### src/rtl/uart_tx_fifo_pkg.sv
// rtl/uart_tx_fifo_pkg.sv - shared FSM states and baud divisor helper for uart_tx_fifo
package uart_tx_fifo_pkg;

   typedef enum logic [1:0] {
      IDLE  = 2'd0,
      START = 2'd1,
      DATA  = 2'd2,
      STOP  = 2'd3
   } state_t;

   // Rounded-to-nearest clock cycles per bit.
   function automatic int calc_div(input int clk_freq, input int baud);
      return (clk_freq + baud / 2) / baud;
   endfunction

endpackage

### src/rtl/uart_tx_fifo_sync_fifo.sv
// rtl/uart_tx_fifo_sync_fifo.sv - power-of-two synchronous FIFO with occupancy count
module sync_fifo #(
   parameter int WIDTH = 8,
   parameter int DEPTH = 16
) (
   input  logic                     clk,
   input  logic                     rstn,
   input  logic                     push,
   input  logic                     pop,
   input  logic [WIDTH-1:0]         wdata,
   output logic [WIDTH-1:0]         rdata,
   output logic                     full,
   output logic                     empty,
   output logic [$clog2(DEPTH):0]   count
);

   localparam int AW = $clog2(DEPTH);
   localparam logic [AW:0] FULL_CNT = (AW+1)'(DEPTH);

   if (DEPTH < 2 || DEPTH > 256 || (DEPTH & (DEPTH - 1)) != 0) begin : g_depth_err
      $error("sync_fifo: DEPTH must be a power of two in 2..256");
   end

   logic [WIDTH-1:0] mem [DEPTH];
   logic [AW-1:0]    wr_ptr;
   logic [AW-1:0]    rd_ptr;
   logic [AW:0]      cnt;
   logic             do_push;
   logic             do_pop;

   assign full    = (cnt == FULL_CNT);
   assign empty   = (cnt == '0);
   assign count   = cnt;
   assign rdata   = mem[rd_ptr];
   assign do_push = push && !full;
   assign do_pop  = pop && !empty;

   always_ff @(posedge clk) begin
      if (do_push) begin
         mem[wr_ptr] <= wdata;
      end
   end

   // Pointers are exactly AW bits wide, so they wrap modulo DEPTH on their own.
   always_ff @(posedge clk or negedge rstn) begin
      if (!rstn) begin
         wr_ptr <= '0;
         rd_ptr <= '0;
         cnt    <= '0;
      end else begin
         if (do_push) begin
            wr_ptr <= wr_ptr + 1'b1;
         end
         if (do_pop) begin
            rd_ptr <= rd_ptr + 1'b1;
         end
         case ({do_push, do_pop})
            2'b10:   cnt <= cnt + 1'b1;
            2'b01:   cnt <= cnt - 1'b1;
            default: cnt <= cnt;
         endcase
      end
   end

endmodule

### src/rtl/uart_tx_fifo.sv
// rtl/uart_tx_fifo.sv - buffered 8N1 UART transmitter fed from the I/O bus write strobe
module uart_tx_fifo
   import uart_tx_fifo_pkg::*;
#(
   parameter int CLK_FREQ = 100_000_000,
   parameter int BAUD     = 115200,
   parameter int DEPTH    = 16
) (
   input  logic                     clk,
   input  logic                     rstn,
   input  logic                     uart_we,
   input  logic [7:0]               uart_data_in,
   output logic                     uart_ready,
   output logic                     uart_txd,
   output logic                     tx_busy,
   output logic [$clog2(DEPTH):0]   fifo_count,
   output logic                     overflow
);

   localparam int DIV = calc_div(CLK_FREQ, BAUD);
   localparam int CW  = (DIV < 2) ? 1 : $clog2(DIV);
   localparam logic [CW-1:0] LAST = CW'(DIV - 1);

   if (DIV < 2) begin : g_div_err
      $error("uart_tx_fifo: baud divisor below 2");
   end

   state_t         state;
   logic [CW-1:0]  baud_cnt;
   logic [2:0]     bit_idx;
   logic [7:0]     shreg;
   logic [7:0]     head;
   logic           full;
   logic           empty;
   logic           baud_done;
   logic           pop;

   assign baud_done  = (baud_cnt == LAST);
   assign uart_ready = !full;
   assign tx_busy    = (state != IDLE);

   // Pop when IDLE sees data, or when a stop bit ends with more data waiting.
   assign pop = !empty && ((state == IDLE) || (state == STOP && baud_done));

   sync_fifo #(
      .WIDTH (8),
      .DEPTH (DEPTH)
   ) u_fifo (
      .clk   (clk),
      .rstn  (rstn),
      .push  (uart_we),
      .pop   (pop),
      .wdata (uart_data_in),
      .rdata (head),
      .full  (full),
      .empty (empty),
      .count (fifo_count)
   );

   always_ff @(posedge clk or negedge rstn) begin
      if (!rstn) begin
         overflow <= 1'b0;
      end else if (uart_we && !uart_ready) begin
         overflow <= 1'b1;
      end
   end

   always_ff @(posedge clk or negedge rstn) begin
      if (!rstn) begin
         state    <= IDLE;
         baud_cnt <= '0;
         bit_idx  <= '0;
         shreg    <= '0;
         uart_txd <= 1'b1;
      end else begin
         case (state)
            IDLE: begin
               baud_cnt <= '0;
               uart_txd <= 1'b1;
               if (!empty) begin
                  shreg    <= head;
                  uart_txd <= 1'b0;
                  state    <= START;
               end
            end
            START: begin
               if (baud_done) begin
                  baud_cnt <= '0;
                  bit_idx  <= '0;
                  uart_txd <= shreg[0];
                  state    <= DATA;
               end else begin
                  baud_cnt <= baud_cnt + 1'b1;
               end
            end
            DATA: begin
               if (baud_done) begin
                  baud_cnt <= '0;
                  if (bit_idx == 3'd7) begin
                     uart_txd <= 1'b1;
                     state    <= STOP;
                  end else begin
                     bit_idx  <= bit_idx + 3'd1;
                     uart_txd <= shreg[bit_idx + 3'd1];
                  end
               end else begin
                  baud_cnt <= baud_cnt + 1'b1;
               end
            end
            STOP: begin
               if (baud_done) begin
                  baud_cnt <= '0;
                  if (!empty) begin
                     shreg    <= head;
                     uart_txd <= 1'b0;
                     state    <= START;
                  end else begin
                     state    <= IDLE;
                  end
               end else begin
                  baud_cnt <= baud_cnt + 1'b1;
               end
            end
            default: begin
               state    <= IDLE;
               uart_txd <= 1'b1;
            end
         endcase
      end
   end

endmodule

### config.mk
export PLATFORM = sky130hd
export DESIGN_NAME = uart_tx_fifo
export DESIGN_NICKNAME = d
export VERILOG_FILES = /design/src/rtl/uart_tx_fifo_pkg.sv /design/src/rtl/uart_tx_fifo_sync_fifo.sv /design/src/rtl/uart_tx_fifo.sv
export SDC_FILE = /design/constraint.sdc
export NUM_CORES = 1
export LEC_CHECK = 0
export CORE_ASPECT_RATIO = 1.4
export CORE_MARGIN = 4
export CORE_UTILIZATION = 59
export CTS_CLUSTER_DIAMETER = 30
export DETAILED_ROUTE_END_ITERATION = 16
export GPL_TIMING_DRIVEN = 0
export PLACE_DENSITY = 0.75
export SKIP_CTS_REPAIR_TIMING = 1
export SLEW_MARGIN = 20
export SYNTH_ARGS = -nofsm -noshare
export SYNTH_HDL_FRONTEND = slang
export SYNTH_SLANG_ARGS = --single-unit
### constraint.sdc
create_clock -name clk -period 3.93 [get_ports clk]
set_clock_uncertainty 0.1 [all_clocks]
set_input_delay 0.786 -clock clk [delete_from_list [all_inputs] [get_ports clk]]
set_output_delay 0.786 -clock clk [all_outputs]
set_load 0.02 [all_outputs]
Word level (Yosys, flattened, before mapping)

Memories as Yosys holds them, arrays and structs flattened.
Cells that the tools add are included.

Bits in registers: 38
Bits in latches: 0
RAM bits: 128
Memory bits (read-only): 0
Bits of input ports: 11
Word-level logic and storage cells: 79
Memories: 1

Add/sub/neg operators: 6
Multiply operators: 0
Div/mod/pow operators: 0
$lt $le $gt $ge: 1
Equality and inequality tests: 15
Shift-type cells: 0
Muxes and demuxes: 28
Bitwise logic cells: 0
Reductions and logical operators: 19

Memory list:

| memory     | depth | bits a word | rd ports | clocked after memory_dff | wr ports | RTL line                     | RTL |
|---|---|---|---|---|---|---|---|
| u_fifo.mem | 16    | 8           | 1        | 0                        | 1        | uart_tx_fifo_sync_fifo.sv:24 | `logic [WIDTH-1:0] mem [DEPTH];` |

Operators by type and width:

| operator                                                               | number |
|---|---|
| 10-bit case mux with 2 select lines                                    | 1 |
| 8-bit two-way mux                                                      | 2 |
| 8-bit case mux with 2 select lines                                     | 1 |
| 2-bit != test (second input constant)                                  | 7 |
| 10-bit by 1-bit adder with 10-bit output (second input constant)       | 1 |
| 10-bit equality test (second input constant)                           | 1 |
| 1-bit two-way mux                                                      | 10 |
| 10-bit two-way mux                                                     | 1 |
| 2-bit two-way mux                                                      | 5 |
| 5-bit case mux with 2 select lines                                     | 1 |
| 3-bit two-way mux                                                      | 3 |
| 4-bit by 1-bit adder with 4-bit output (second input constant)         | 2 |
| 2-bit case mux with 4 select lines                                     | 1 |
| 4-bit AND reduction                                                    | 2 |
| 2-bit nonzero test                                                     | 4 |
| 2-bit equality test (second input constant)                            | 3 |
| 3-bit case mux with 2 select lines                                     | 1 |
| 5-bit by 1-bit adder with 5-bit output (second input constant)         | 1 |
| 5-bit equality test (second input constant)                            | 1 |
| 1-bit logical AND                                                      | 5 |
| 5-bit logical NOT                                                      | 1 |
| 5-bit AND reduction                                                    | 1 |
| 5-bit by 1-bit subtractor with 5-bit output (second input constant)    | 1 |
| 2-bit by 1-bit equality test with 1-bit output (second input constant) | 2 |
| 10 further kinds                                                       | 11 |

Depth between registers and ports, before layout

Word-level depth: 7
Depth in mapped cells: 15
Gate-level depth less buffers: 14

Hierarchy

A second synthesis with hierarchy kept.

Cell total of the unflattened synthesis: 452
Area total of the unflattened synthesis: 7139.3 sq um

By module, submodules not included:

| module       | instances | cells an instance | area each (sq um) | seq. area each (sq um) |
|---|---|---|---|---|
| sync_fifo    | 1         | 332               | 5779.3            | 4169.0 |
| uart_tx_fifo | 1         | 120               | 1360.1            | 626.9 |

Worst setup path before layout

Ideal clock, no wire load.

Kind: reg-to-reg
Start: reg u_fifo.cnt[2] (netlist: u_fifo.count[2])
End: reg u_fifo.cnt[4] (netlist: u_fifo.count[4])
Arrival time: 3.151 ns
Setup slack: 0.599 ns
Cell stages (with the launch flop): 16
Period minus slack after synthesis: 3.331 ns
Cell sequence: dfrtp_1 clkbuf_1 nor4_1 nand2_1 and2_1 clkbuf_1 inv_1 ha_1 clkbuf_1 xor2_1 ha_1 inv_1 o21ai_0 a21o_1 a221oi_1 xor2_1

RTL lines:

| item                                                                                         | RTL line                     | RTL |
|---|---|---|
| start, declared                                                                              | uart_tx_fifo_sync_fifo.sv:27 | `logic [AW:0] cnt;` |
| start signal, assigned                                                                       | uart_tx_fifo_sync_fifo.sv:58 | `2'b10: cnt <= cnt + 1'b1;` |
| start signal, assigned                                                                       | uart_tx_fifo_sync_fifo.sv:59 | `2'b01: cnt <= cnt - 1'b1;` |
| start signal, assigned                                                                       | uart_tx_fifo_sync_fifo.sv:60 | `default: cnt <= cnt;` |
| 5-bit equality test *                                                                        | uart_tx_fifo_sync_fifo.sv:31 | `assign full = (cnt == FULL_CNT);` |
| 1-bit logical NOT *                                                                          | n/a                          |  |
| named net uart_ready                                                                         | uart_tx_fifo.sv:13           | `output logic uart_ready,` |
| 1-bit logical AND *                                                                          | uart_tx_fifo_sync_fifo.sv:35 | `assign do_push = push && !full;` |
| 2-bit by 1-bit equality test with 1-bit output / 2-bit equality test (equally long branches) | uart_tx_fifo_sync_fifo.sv:57 | `case ({do_push, do_pop})` |
| 5-bit case mux with 2 select lines / 2-bit nonzero test (equally long branches)              | n/a                          |  |

Mark *: on every way through the listed nets, which the timed path passes. The rest lies on a longest branch.
A chain may end at the register's enable or synchronous reset.

Worst setup path after layout

Start: reg baud_cnt[0]
End: reg u_fifo.cnt[4] (netlist: u_fifo.count[4])

Cells in the longest elaborated chain, start to end: 7

RTL lines:

| item                                                                                         | RTL line                     | RTL |
|---|---|---|
| start, declared                                                                              | uart_tx_fifo.sv:29           | `logic [CW-1:0] baud_cnt;` |
| start signal, assigned                                                                       | uart_tx_fifo.sv:93           | `baud_cnt <= baud_cnt + 1'b1;` |
| start signal, assigned                                                                       | uart_tx_fifo.sv:107          | `baud_cnt <= baud_cnt + 1'b1;` |
| start signal, assigned                                                                       | uart_tx_fifo.sv:121          | `baud_cnt <= baud_cnt + 1'b1;` |
| 10-bit equality test *                                                                       | uart_tx_fifo.sv:38           | `assign baud_done = (baud_cnt == LAST);` |
| 1-bit logical AND *                                                                          | uart_tx_fifo.sv:43           | `assign pop = !empty && ((state == IDLE) \|\| (state == STOP && baud_done));` |
| 1-bit logical OR *                                                                           | uart_tx_fifo.sv:43           |  |
| 1-bit logical AND *                                                                          | uart_tx_fifo.sv:43           |  |
| 1-bit logical AND *                                                                          | uart_tx_fifo_sync_fifo.sv:36 | `assign do_pop = pop && !empty;` |
| named net u_fifo.do_pop                                                                      | uart_tx_fifo_sync_fifo.sv:29 | `logic do_pop;` |
| 2-bit by 1-bit equality test with 1-bit output / 2-bit equality test (equally long branches) | uart_tx_fifo_sync_fifo.sv:57 |  |
| 5-bit case mux with 2 select lines / 2-bit nonzero test (equally long branches)              | n/a                          |  |

Marks and branches as above.

==> metrics <==
status=completed; synthesis-stage register bit count=166; Worst Setup Start Kind=flip-flop; Core ar.=11450 sq um; First DRT Iteration DRCs=187; Comb pwr share=33.5%; Vias/cell=6.035; post-synthesis cell area=7000 sq um; global-route wire length before repair=20740 microns; Final Hold Viols=0; TritonCTS clock tree=done; CTS sink count=166; post-synth top area cell=edfxtp_1; clock-pin slew on the worst setup and hold paths=70 ps; Crit path top cell by count=ha_1; RSZ-0062 raised after global routing=false; Detail Route Antenna Nets=0; Flop pwr share=37.8%; WP data required=4190 ps; worst slew pin tran=862.3 ps; Initial Utilization=61.12%; worst path cell trace=ha_1 > or2b_1 > nor4_2 > a21o_1 > nand2_2 > inv_1 > ha_1 > clkbuf_1 > xor2_1 > ha_1 > inv_1 > o21ai_0 > a21o_1 > a221oi_1 > xor2_1; largest net degree at the start of global routing=21; slowest stage cell on the critical path=nor4_2; CP Max Fanout=7; crit path DAT=3740 ps; Power Internal=4.264 mW; final setup vio count=0; synth warn=0; Finished Layout Cells=605; Synth cell types=46; Final min period=3487 ps; Max IR drop VDD=0.0004193 V; Relative slew margins=42.30%; All-Layer GR Usage=20.80%; main area contributors after synthesis=edfxtp_1 55%, dfrtp_1 13%, mux4_2 9.7%; share of the synthesized area in the top cell type=54.91%; switch share=31.46%; Slew Viols, Final=0; Routed WL=12850 microns; I/O pin cnt=20; EDFF count, synth=128; switching power=1.957 mW; CP delay by family, top=compound AO/OA/AOI/OAI gates; Area Overhead vs Synth=15.21%; Cell Rows=46; Initial DRT Pass Iterations=4; max_cap viols=0; Final Instance Area=8065 sq um; Top FF cell, synth=edfxtp_1; Final Power=6.221 mW; Vias=3651; Final Util=70.42%; ANT cells=0; Hold WC Path Type=primary input to async pin; Root Buffer=clkbuf_16; Port Buf Inserts=19; FFs w/ async S/R, synth=22.89%; Synth Instances=409; crit share post-route=88.72%; die width=100.1 microns; Num CTS Buffers=17; gr ovfl total=0; layout cells sized above 1=19.74%; Die Y-Extent=136.9 microns; max incr delay on CP=430 ps; hold_ws=224.3 ps; initial antenna violation count=0; Avg Inst Size Synth=17.12 sq um; # nets final=476; Die ar.=13700 sq um; Clock Power Share=28.8%; Placed Cells=573; # H-tree levels=4; setup_tns=0 ps; Placer Congestion=0.8237; syn nets=437; Crit Path Class=flip-flop to flip-flop; leak pwr=2.906 nW; dpl hpwl=8618 microns; maximum operating frequency=0.2868 GHz; Remaining DRCs=0; Final WS setup=443.4 ps; Setup crit end kind=flip-flop; wire per inst=21.24 microns; register area share after synthesis=68.51%; PD cells=771.3 nW/um^2; CTS Buffer Depth=2; pre-CTS setup slack=194.2 ps; vias in the first global route=3786; placed inst area=7413 sq um; Bufs and invs on worst path=3; later-pin clock latency in the skew report=430 ps
path summary, 6_finish.rpt:
kind	cells after the start	startpoint	slack, ps	to
worst max register to register	15	baud_cnt[0]	440	u_fifo.count[4]
max in group asynchronous	2	rstn	2940	uart_txd
worst min register to register	1	shreg[6]	380	shreg[6]
worst max-delay path	15	baud_cnt[0]	440	u_fifo.count[4]
worst min-delay path	1	rstn	220	u_fifo.count[3]
min in group clk	1	shreg[6]	380	shreg[6]
state kept, by name (all words and copies together) (netlist names):
name           flops
baud_cnt          10
bit_idx            3
overflow           1
shreg              8
state              2
u_fifo.count       5
u_fifo.mem       128
u_fifo.rd_ptr      4
u_fifo.wr_ptr      4
uart_txd           1
cell type report:
type | instances | area (sq um)
sequential | 166 | 4796
buffer | 18 | 137.6
tap | 144 | 180.2
clock buffer | 17 | 425.4
multi-input combinational | 215 | 2062
timing repair buffer | 20 | 212.7
inverter | 10 | 37.54
fill | 727 | 3388
clock inverter | 15 | 214.0
Yosys cell counts (7+ instances only):
master / number
inv_1: 10
nor2_1: 25
o21ai_0: 11
edfxtp_1: 128
ha_1: 17
mux4_2: 30
dfrtp_1: 37
a21o_1: 10
nand3_1: 7
nand2_1: 17
xnor2_1: 10
a22oi_1: 18
a21oi_1: 13
clkbuf_1: 9
xor2_1: 8
power by group through the flow:
stage | sequential [mW] | combinational (mW) | clock [mW]
after CTS | 2.35 | 2.10 | 1.81
final | 2.35 | 2.08 | 1.79
after floorplan | 2.38 | 1.52 | 0
after detailed placement | 2.38 | 2.09 | 0
after global routing | 2.38 | 2.29 | 1.90
after global placement | 2.36 | 2.03 | 0
cell usage in the layout (no fill, tap or decap), drive strengths merged, types with 2 or more instances in the layout:
| cell | instances |
|---|---|
| nor2 | 25 |
| and3 | 2 |
| a32o | 2 |
| a221oi | 2 |
| o21ai | 11 |
| clkdlybuf4s50 | 18 |
| and2 | 2 |
| buf | 9 |
| bufbuf | 2 |
| nand2 | 18 |
| a21o | 10 |
| clkinv | 4 |
| nor2b | 4 |
| clkbuf | 26 |
| nor4 | 3 |
| nand3 | 7 |
| xor2 | 8 |
| nand4 | 2 |
| inv | 16 |
| nor3 | 4 |
| xnor2 | 10 |
| or2b | 2 |
| mux4 | 34 |
| mux2 | 4 |
| nand2b | 4 |
| dfrtp | 37 |
| a21oi | 15 |
| or3 | 2 |
| a22oi | 18 |
| edfxtp | 128 |
| ha | 17 |
| bufinv | 4 |
cell families (layout without fill, tap and decap cells):
group                      count (synthesis)  in the layout  synth area share, %
DFF                                      166            166                68.51
buffers and inverters                     28             80                2.502
and+or+nand+nor                           78             78                5.433
adders and majority gates                 17             17                3.038
muxes                                     38             38                11.80
xor gates and xnor gates                  18             18                2.252
AOI/OAI and AO/OA                         64             64                6.470
per-layer routing:
metal	routed length, microns	global-route usage, %	part of all wire, %
met5	0	0	0
met4	163	6.667	1.3
met3	483	5.252	3.8
met2	6865	35.49	53
met1	5341	26.29	42
No activity file was read; power rests on OpenSTA's default activity.
